--- src/rtl/sd_spi_byte_master.sv ---
// SPI mode-0 byte master for SD-card access: shifts one byte out on MOSI and one in from MISO.
// Define SD_SPI_CS_CTRL_EN to have the block drive spi_cs_n_p itself; otherwise it is tied high.
module sd_spi_byte_master #(
    parameter int CLK_DIV_HALF = 4
) (
    input  logic       clk_p,
    input  logic       rst_p,
    input  logic       init_transfer_p,
    input  logic [7:0] data_to_transfer_p,
    input  logic       spi_miso_p,
    output logic       spi_sck_p,
    output logic       spi_mosi_p,
    output logic       spi_cs_n_p,
    output logic [7:0] spi_data_in_p,
    output logic       transfer_done_p,
    output logic       busy_p
);

    typedef enum logic [1:0] {
        IDLE,
        SCK_LOW,
        SCK_HIGH,
        DONE
    } state_t;

    localparam logic [7:0] DIV_LAST = 8'(CLK_DIV_HALF - 1);

    state_t     state_q,   state_d;
    logic [7:0] div_q,     div_d;
    logic [2:0] bit_cnt_q, bit_cnt_d;
    logic [6:0] tx_q,      tx_d;
    logic [7:0] rx_q,      rx_d;
    logic [7:0] data_in_q, data_in_d;
    logic       sck_q,     sck_d;
    logic       mosi_q,    mosi_d;
    logic       done_q,    done_d;
    logic       div_end;

    assign div_end = (div_q == DIV_LAST);

    // Bit 7 goes straight onto MOSI at the start edge, so only the remaining seven bits are kept.
    always_comb begin
        state_d   = state_q;
        div_d     = div_q;
        bit_cnt_d = bit_cnt_q;
        tx_d      = tx_q;
        rx_d      = rx_q;
        data_in_d = data_in_q;
        sck_d     = sck_q;
        mosi_d    = mosi_q;
        done_d    = done_q;

        unique case (state_q)
            IDLE: begin
                sck_d  = 1'b0;
                mosi_d = 1'b1;
                done_d = 1'b0;
                if (init_transfer_p) begin
                    tx_d      = data_to_transfer_p[6:0];
                    mosi_d    = data_to_transfer_p[7];
                    bit_cnt_d = 3'd0;
                    div_d     = 8'd0;
                    rx_d      = 8'd0;
                    data_in_d = 8'd0;
                    state_d   = SCK_LOW;
                end
            end

            SCK_LOW: begin
                if (div_end) begin
                    sck_d   = 1'b1;
                    rx_d    = {rx_q[6:0], spi_miso_p};
                    div_d   = 8'd0;
                    state_d = SCK_HIGH;
                end else begin
                    div_d = div_q + 8'd1;
                end
            end

            SCK_HIGH: begin
                if (div_end) begin
                    sck_d = 1'b0;
                    div_d = 8'd0;
                    if (bit_cnt_q != 3'd7) begin
                        mosi_d    = tx_q[6];
                        tx_d      = {tx_q[5:0], 1'b0};
                        bit_cnt_d = bit_cnt_q + 3'd1;
                        state_d   = SCK_LOW;
                    end else begin
                        mosi_d    = 1'b1;
                        done_d    = 1'b1;
                        data_in_d = rx_q;
                        state_d   = DONE;
                    end
                end else begin
                    div_d = div_q + 8'd1;
                end
            end

            DONE: begin
                if (!init_transfer_p) begin
                    done_d  = 1'b0;
                    state_d = IDLE;
                end
            end
        endcase
    end

    always_ff @(posedge clk_p) begin
        if (rst_p) begin
            state_q   <= IDLE;
            div_q     <= 8'd0;
            bit_cnt_q <= 3'd0;
            tx_q      <= 7'd0;
            rx_q      <= 8'd0;
            data_in_q <= 8'd0;
            sck_q     <= 1'b0;
            mosi_q    <= 1'b1;
            done_q    <= 1'b0;
        end else begin
            state_q   <= state_d;
            div_q     <= div_d;
            bit_cnt_q <= bit_cnt_d;
            tx_q      <= tx_d;
            rx_q      <= rx_d;
            data_in_q <= data_in_d;
            sck_q     <= sck_d;
            mosi_q    <= mosi_d;
            done_q    <= done_d;
        end
    end

`ifdef SD_SPI_CS_CTRL_EN
    logic cs_n_q, cs_n_d;

    // Chip select frames exactly the shifting phase: low from the start edge until DONE is entered.
    always_comb begin
        cs_n_d = cs_n_q;
        if (state_q == IDLE && init_transfer_p) begin
            cs_n_d = 1'b0;
        end else if (state_q == SCK_HIGH && div_end && bit_cnt_q == 3'd7) begin
            cs_n_d = 1'b1;
        end
    end

    always_ff @(posedge clk_p) begin
        if (rst_p) begin
            cs_n_q <= 1'b1;
        end else begin
            cs_n_q <= cs_n_d;
        end
    end

    assign spi_cs_n_p = cs_n_q;
`else
    assign spi_cs_n_p = 1'b1;
`endif

    assign spi_sck_p       = sck_q;
    assign spi_mosi_p      = mosi_q;
    assign spi_data_in_p   = data_in_q;
    assign transfer_done_p = done_q;
    assign busy_p          = (state_q != IDLE);

endmodule

--- config.mk ---
export PLATFORM = sky130hd
export DESIGN_NAME = sd_spi_byte_master
export DESIGN_NICKNAME = d
export VERILOG_FILES = /design/src/rtl/sd_spi_byte_master.sv
export SDC_FILE = /design/constraint.sdc
export NUM_CORES = 1
export LEC_CHECK = 0
export CAP_MARGIN = 20
export CORE_AREA = 2 2 73 75
export CTS_BUF_LIST = sky130_fd_sc_hd__clkbuf_16
export CTS_CLUSTER_DIAMETER = 80
export DETAILED_ROUTE_END_ITERATION = 10
export DIE_AREA = 0 0 75 77
export GPL_TIMING_DRIVEN = 1
export SLEW_MARGIN = 20
export SYNTH_ARGS = -nofsm -noshare
export SYNTH_HDL_FRONTEND = slang
export SYNTH_SLANG_ARGS = --single-unit
--- constraint.sdc ---
create_clock -name clk_p -period 3.3 [get_ports clk_p]
set_clock_uncertainty 0.2 [all_clocks]
set_input_delay 0.99 -clock clk_p [delete_from_list [all_inputs] [get_ports clk_p]]
set_output_delay 0.99 -clock clk_p [all_outputs]
set_load 0.1 [all_outputs]
==> results of run 1 <==
[per-stage QoR]
| step | cell area [µm²] | power, W | utilization [%] | setup WS [ns] |
|---|---|---|---|---|
| detailed placement | 2240 | 0.00124 | 44.9 | 0.334 |
| finish | 2370 | 0.00167 | 47.7 | 0.539 |
| global route | 2370 | 0.00179 | 47.7 | 0.396 |
| floorplan | 1950 | 0.00109 | - | 0.632 |
| CTS | 2370 | 0.00169 | 47.7 | 0.520 |
| global placement | 2240 | 0.00123 | 44.9 | 0.393 |
[flip-flops by register name, indices dropped and copies added, names as in the netlist]
name / flops
rx_q: 8
div_q: 8
bit_cnt_q: 3
state_q: 2
spi_sck_p: 1
spi_mosi_p: 1
spi_data_in_p: 8
transfer_done_p: 1
tx_q: 7
[power breakdown]
part,leakage [nW],internal [W],total [W],switching [W]
sequential,0.317,0.000535,0.000591,0.0000559
combinational,0.483,0.000225,0.000633,0.000408
clock,0.0762,0.000273,0.000450,0.000178
[logic make-up after synthesis]
group | share of synthesized area [%]
AND/OR/NAND/NOR | 22.9
multiplexers | 3.60
adder cells (fa/ha/maj) | 5.14
other | 0.193
flip-flops | 40.1
buffers and inverters | 3.67
AO/OA/AOI/OAI | 21.2
XOR/XNOR | 3.15
[worst max-delay path, cell delays in order, from the launching register on]
cell	delay [ns]
dfxtp_1	0.43
inv_1	0.11
ha_1	0.37
inv_1	0.10
buf_4	0.29
[layout make-up]
class	instances	area share (%)
Tap cell	70	3.69
Clock buffer	5	5.27
Sequential cell	39	32.9
Timing Repair Buffer	30	10.6
Inverter	6	0.948
Multi-Input combinational cell	154	46.0
Clock inverter	3	0.527
[layout by cell type, fill, tap and decap left out, types with 7 or more instances in the layout]
master	Yosys	routed
a21oi_1	10	10
a22o_1	8	8
a31o_2	8	8
buf_4	1	19
clkdlybuf4s50_1	0	11
dfxtp_1	39	39
ha_1	8	8
inv_1	6	8
mux2i_1	7	7
nand2_1	11	11
nand2b_1	7	7
nor2_1	17	17
nor3b_1	10	10
[final timing paths]
| path | endpoint | slack [ns] | cells after the start |
|---|---|---|---|
| worst max-delay path | busy_p | 0.54 | 4 |
| worst min register to register | spi_mosi_p | 0.27 | 1 |
| worst min-delay path | spi_mosi_p | 0.27 | 1 |
| worst max register to register | bit_cnt_q[0] | 0.83 | 5 |
[layer usage]
layer	vias up	share of wire (%)	GRT usage (%)
met3	4	3.7	4.34
met5	-	0	0
li1	832	-	-
met2	27	45	23.5
met4	0	0.96	5.89
met1	741	50	22.9
==> results.py, run 1 <==
metrics = {
    "run_status": {
        "status": "completed",
    },
    "logic_synthesis": {
        "synth_flop_cell": "dfxtp_1",
        "synth_fp_nets": 231,
        "postSynthAreaPerCell_um2": 9.22,
        "yosysMostFrequentCell": "dfxtp_1",
        "synth_edf_count": 0,
        "ys_warn_count": 0,
        "synth.distinct_cells": 42,
        "netlist_instances": 211,
        "synth-seq-area-share_pct": 40.1,
        "synth_largest_area_cell": "dfxtp_1",
        "synth_seq_cells": 39,
        "synthDominantCellAreaShare_pct": 40.1,
        "ys_top_cells_by_area": "dfxtp_1, ha_1, nor3b_1",
        "synth_area_mm2": 0.00195,
        "synthArstFlopShare_pct": 0,
        "netlist_top_cells_count": "dfxtp_1, nor2_1, nand2_1",
    },
    "worst_setup_path": {
        "start_kind": "flop",
        "worstPathArrival_ns": 1.57,
        "startpoint": "state_q[0]",
        "rr_startpoint": "div_q[0]",
        "cp.required_ns": 2.11,
        "crit_fanout": 12,
        "end_kind": "output port",
        "critPathKind": "reg -> out",
    },
    "die": {
        "num_rows": 26,
        "core_mm2": 0.00498,
        "die-area_mm2": 0.00578,
        "dieWidth_um": 75,
        "start_util_pct": 39.1,
        "die_y_um": 77,
        "io-pin-count": 25,
    },
    "global_route": {
        "track_usage_pct": 16.2,
        "grt_pass1_vias": 1478,
        "antenna_found_initial": 0,
        "grt_pass1_wl_um": 7250,
        "grt_max_degree": 17,
        "overflow": 0,
    },
    "final_layout": {
        "drive_gt1_share_pct": 16.5,
        "diodes": 0,
        "multi_input_area_mm2": 0.00109,
        "seq_area_um2": 781,
        "fin_cells": 307,
        "nets": 256,
        "area_growth_syn_to_layout_pct": 22.1,
        "fill_cells": 489,
    },
    "sta": {
        "worst_pin_slew_ns": 0.648,
        "tns_ns": 0,
        "layout_worst_path_cycle_share_pct": 83.7,
        "slew_headroom_pct": 56.4,
        "timing.hold.ws_ns": 0.275,
        "slew_violations": 0,
        "fin_crit_ns": 2.76,
        "fmax_ghz": 0.362,
        "hold_viol": 0,
        "rsz0062_at_grt": "no",
        "setup_viol": 0,
    },
    "routing": {
        "wl_per_cell_um": 13.8,
        "route.detailed.drc": 0,
        "viasPerCell": 5.22,
        "dr.first_iter.drc_count": 40,
        "via_count": 1604,
        "antenna_left": 0,
        "dr.pass1.iters": 6,
        "postRouteWirelength_um": 4250,
    },
    "power_and_ir_drop": {
        "peakVddDrop_mv": 0.331,
        "power_density_mw_per_mm2": 705,
        "power.leakage_nw": 0.876,
    },
    "clock_tree": {
        "clkTransAtPathRegs_ns": 0.05,
        "cts_resized": 0,
        "clock_sinks": 39,
        "htree_levels": 2,
        "clock-root-buffer": "clkbuf_16",
        "clock_latency_ns": 0.28,
        "cts_tree": "done",
        "cts_buffer_depth": 2,
        "cts-hold-fix-buffers": 0,
        "cts_buffers": 5,
        "post_cts_buffers": 0,
    },
    "placed_design": {
        "post-place-cells": 299,
        "dpl.hpwl_um": 3010,
        "place_congestion": 0.794,
        "port_buffers": 23,
    },
    "worst_hold_path": {
        "hp-start": "spi_mosi_p",
        "hold_class": "reg -> reg",
    },
    "job": {
        "drv_cap": 0,
    },
}
Note: power is estimated with default switching activity, not from simulation.
==> inputs of run 2 (changes only) <==
- clock period: 3.3 -> 2.46 ns (I/O delays scaled with it)
==> run 2 against run 1 <==
Net effect: critical path depth stayed put; routed wire length is 0.66% higher; power is 43% higher; highest routed layer unchanged; largest cell class unchanged; non-clock buffer count is 19 higher; worst setup slack worse by 0.42 ns; utilization is 3.6 points higher; first-iteration DRC count is 30% higher; die area stayed put; clock power is 39% higher; register-to-register slack worse by 0.70 ns; global-route usage is 0.15 points higher.
==> results.py, run 2 (synthesized netlist as in run 1, its figures left out) <==
metrics = {
    "power_and_ir_drop": {
        "power_density_mw_per_mm2": 935,
        "power.leakage_nw": 0.967,
        "peakVddDrop_mv": 0.399,
    },
    "global_route": {
        "grt_max_degree": 17,
        "grt_pass1_vias": 1613,
        "antenna_found_initial": 0,
        "overflow": 0,
        "grt_pass1_wl_um": 7390,
        "track_usage_pct": 16.4,
    },
    "final_layout": {
        "fill_cells": 494,
        "final_util_pct": 51.3,
        "area_growth_syn_to_layout_pct": 31.2,
        "design_area_mm2": 0.00255,
        "nets": 275,
        "drive_gt1_share_pct": 23.8,
        "final_cell_mix": "dfxtp_1, buf_4, nor2_1, nand2_1, clkdlybuf4s50_1",
        "fin_cells": 326,
        "layout_commonest_cell": "dfxtp_1",
        "diodes": 0,
    },
    "worst_setup_path": {
        "worstPathArrival_ns": 1.41,
        "path_cells": "inv_1 > ha_2 > inv_1 > buf_12",
        "cpPeakStageDelay_ns": 0.43,
        "rr_startpoint": "div_q[0]",
        "start_kind": "flop",
        "startpoint": "state_q[0]",
        "cp.required_ns": 1.52,
        "slowest_stage": "dfxtp_1",
        "crit_fanout": 12,
        "crit_top_cell": "inv_1",
        "end_kind": "output port",
        "critPathKind": "reg -> out",
    },
    "die": {
        "die_y_um": 77,
        "io-pin-count": 25,
        "num_rows": 26,
        "start_util_pct": 39.1,
        "dieWidth_um": 75,
        "core_mm2": 0.00498,
        "die-area_mm2": 0.00578,
    },
    "routing": {
        "postRouteWirelength_um": 4280,
        "wl_per_cell_um": 13.1,
        "dr.pass1.iters": 4,
        "route.detailed.drc": 0,
        "dr.first_iter.drc_count": 52,
        "viasPerCell": 5.15,
        "via_count": 1678,
        "antenna_left": 0,
    },
    "clock_tree": {
        "cts_buffer_depth": 2,
        "cts_buffers": 5,
        "clkTransAtPathRegs_ns": 0.06,
        "htree_levels": 2,
        "clock-root-buffer": "clkbuf_16",
        "clock_latency_ns": 0.28,
        "cts_tree": "done",
        "clock_sinks": 39,
        "post_cts_buffers": 0,
    },
    "placed_design": {
        "place_congestion": 0.767,
        "dpl-instance-area_mm2": 0.00240,
        "post-place-cells": 318,
        "dpl.hpwl_um": 3120,
        "port_buffers": 23,
    },
    "sta": {
        "worst_pin_slew_ns": 0.650,
        "hold_viol": 0,
        "setup_viol": 0,
        "slew_violations": 0,
        "fin_crit_ns": 2.34,
        "fmax_ghz": 0.427,
        "rsz0062_at_grt": "no",
        "timing.hold.ws_ns": 0.273,
        "slew_headroom_pct": 56.6,
        "tns_ns": 0,
        "layout_worst_path_cycle_share_pct": 95.2,
    },
    "job": {
        "drv_cap": 0,
    },
    "worst_hold_path": {
        "hp-start": "rx_q[7]",
        "hold_class": "reg -> reg",
    },
    "run_status": {
        "status": "completed",
    },
}
-- run 2: cell count changes in the layout (fill, tap and decap cells not counted), sizes merged --
cell      change
clkinvlp      +2
inv           -2
buf          +19
-- run 2: path summary, 6_finish.rpt --
| check | depth (start not counted) | slack [ns] | endpoint |
|---|---|---|---|
| setup / recovery | 4 | 0.12 | busy_p |
| setup reg to reg | 6 | 0.13 | tx_q[4] |
| hold reg to reg | 1 | 0.27 | spi_data_in_p[7] |
| hold / removal | 1 | 0.27 | spi_data_in_p[7] |
-- run 2: critical path: cells and delay by family (launching register included) --
| kind | cells | cell delay, ns |
|---|---|---|
| buffers and inverters | 3 | 0.42 |
| adder cells (fa/ha/maj) | 1 | 0.28 |
| flip-flops | 1 | 0.43 |
-- run 2: repair_timing --
action,CTS,global route
hold endpoints to repair,0,0
gates resized for setup,1,0
endpoints found under the setup margin,1,0
hold buffers,0,0
-- run 2: area by class of cell --
| class | count | area [µm²] | area share, % |
|---|---|---|---|
| multi-input cells | 154 | 1100 | 42.9 |
| well taps | 70 | 87.6 | 3.43 |
| flip-flops and latches | 39 | 781 | 30.6 |
| clock buffers | 5 | 125 | 4.90 |
| clock inverters | 3 | 20.0 | 0.784 |
| inverters | 6 | 22.5 | 0.882 |
| repair buffers | 49 | 420 | 16.5 |
-- run 2: layer usage --
layer	vias up	part of all wire [%]	track usage (%)
li1	869	-	-
met1	777	50	22.1
met2	24	45	24.7
met3	8	3.6	4.34
met4	0	1.5	6.07
met5	-	0	0
-- run 2: where the power goes --
part | internal, W | leakage [nW] | switching (W) | total (W)
Combinational | 0.000396 | 0.585 | 0.000569 | 0.000965
Clock | 0.000373 | 0.0658 | 0.000254 | 0.000627
Sequential | 0.000718 | 0.317 | 0.0000766 | 0.000794
-- run 2: through the flow --
stage                     setup slack, ns  total power, W
final                               0.117         0.00239
after global routing               0.0144         0.00255
after CTS                           0.102         0.00241
after detailed placement          -0.0594         0.00177
after global placement            -0.0349         0.00177
after floorplan                    0.0435         0.00146
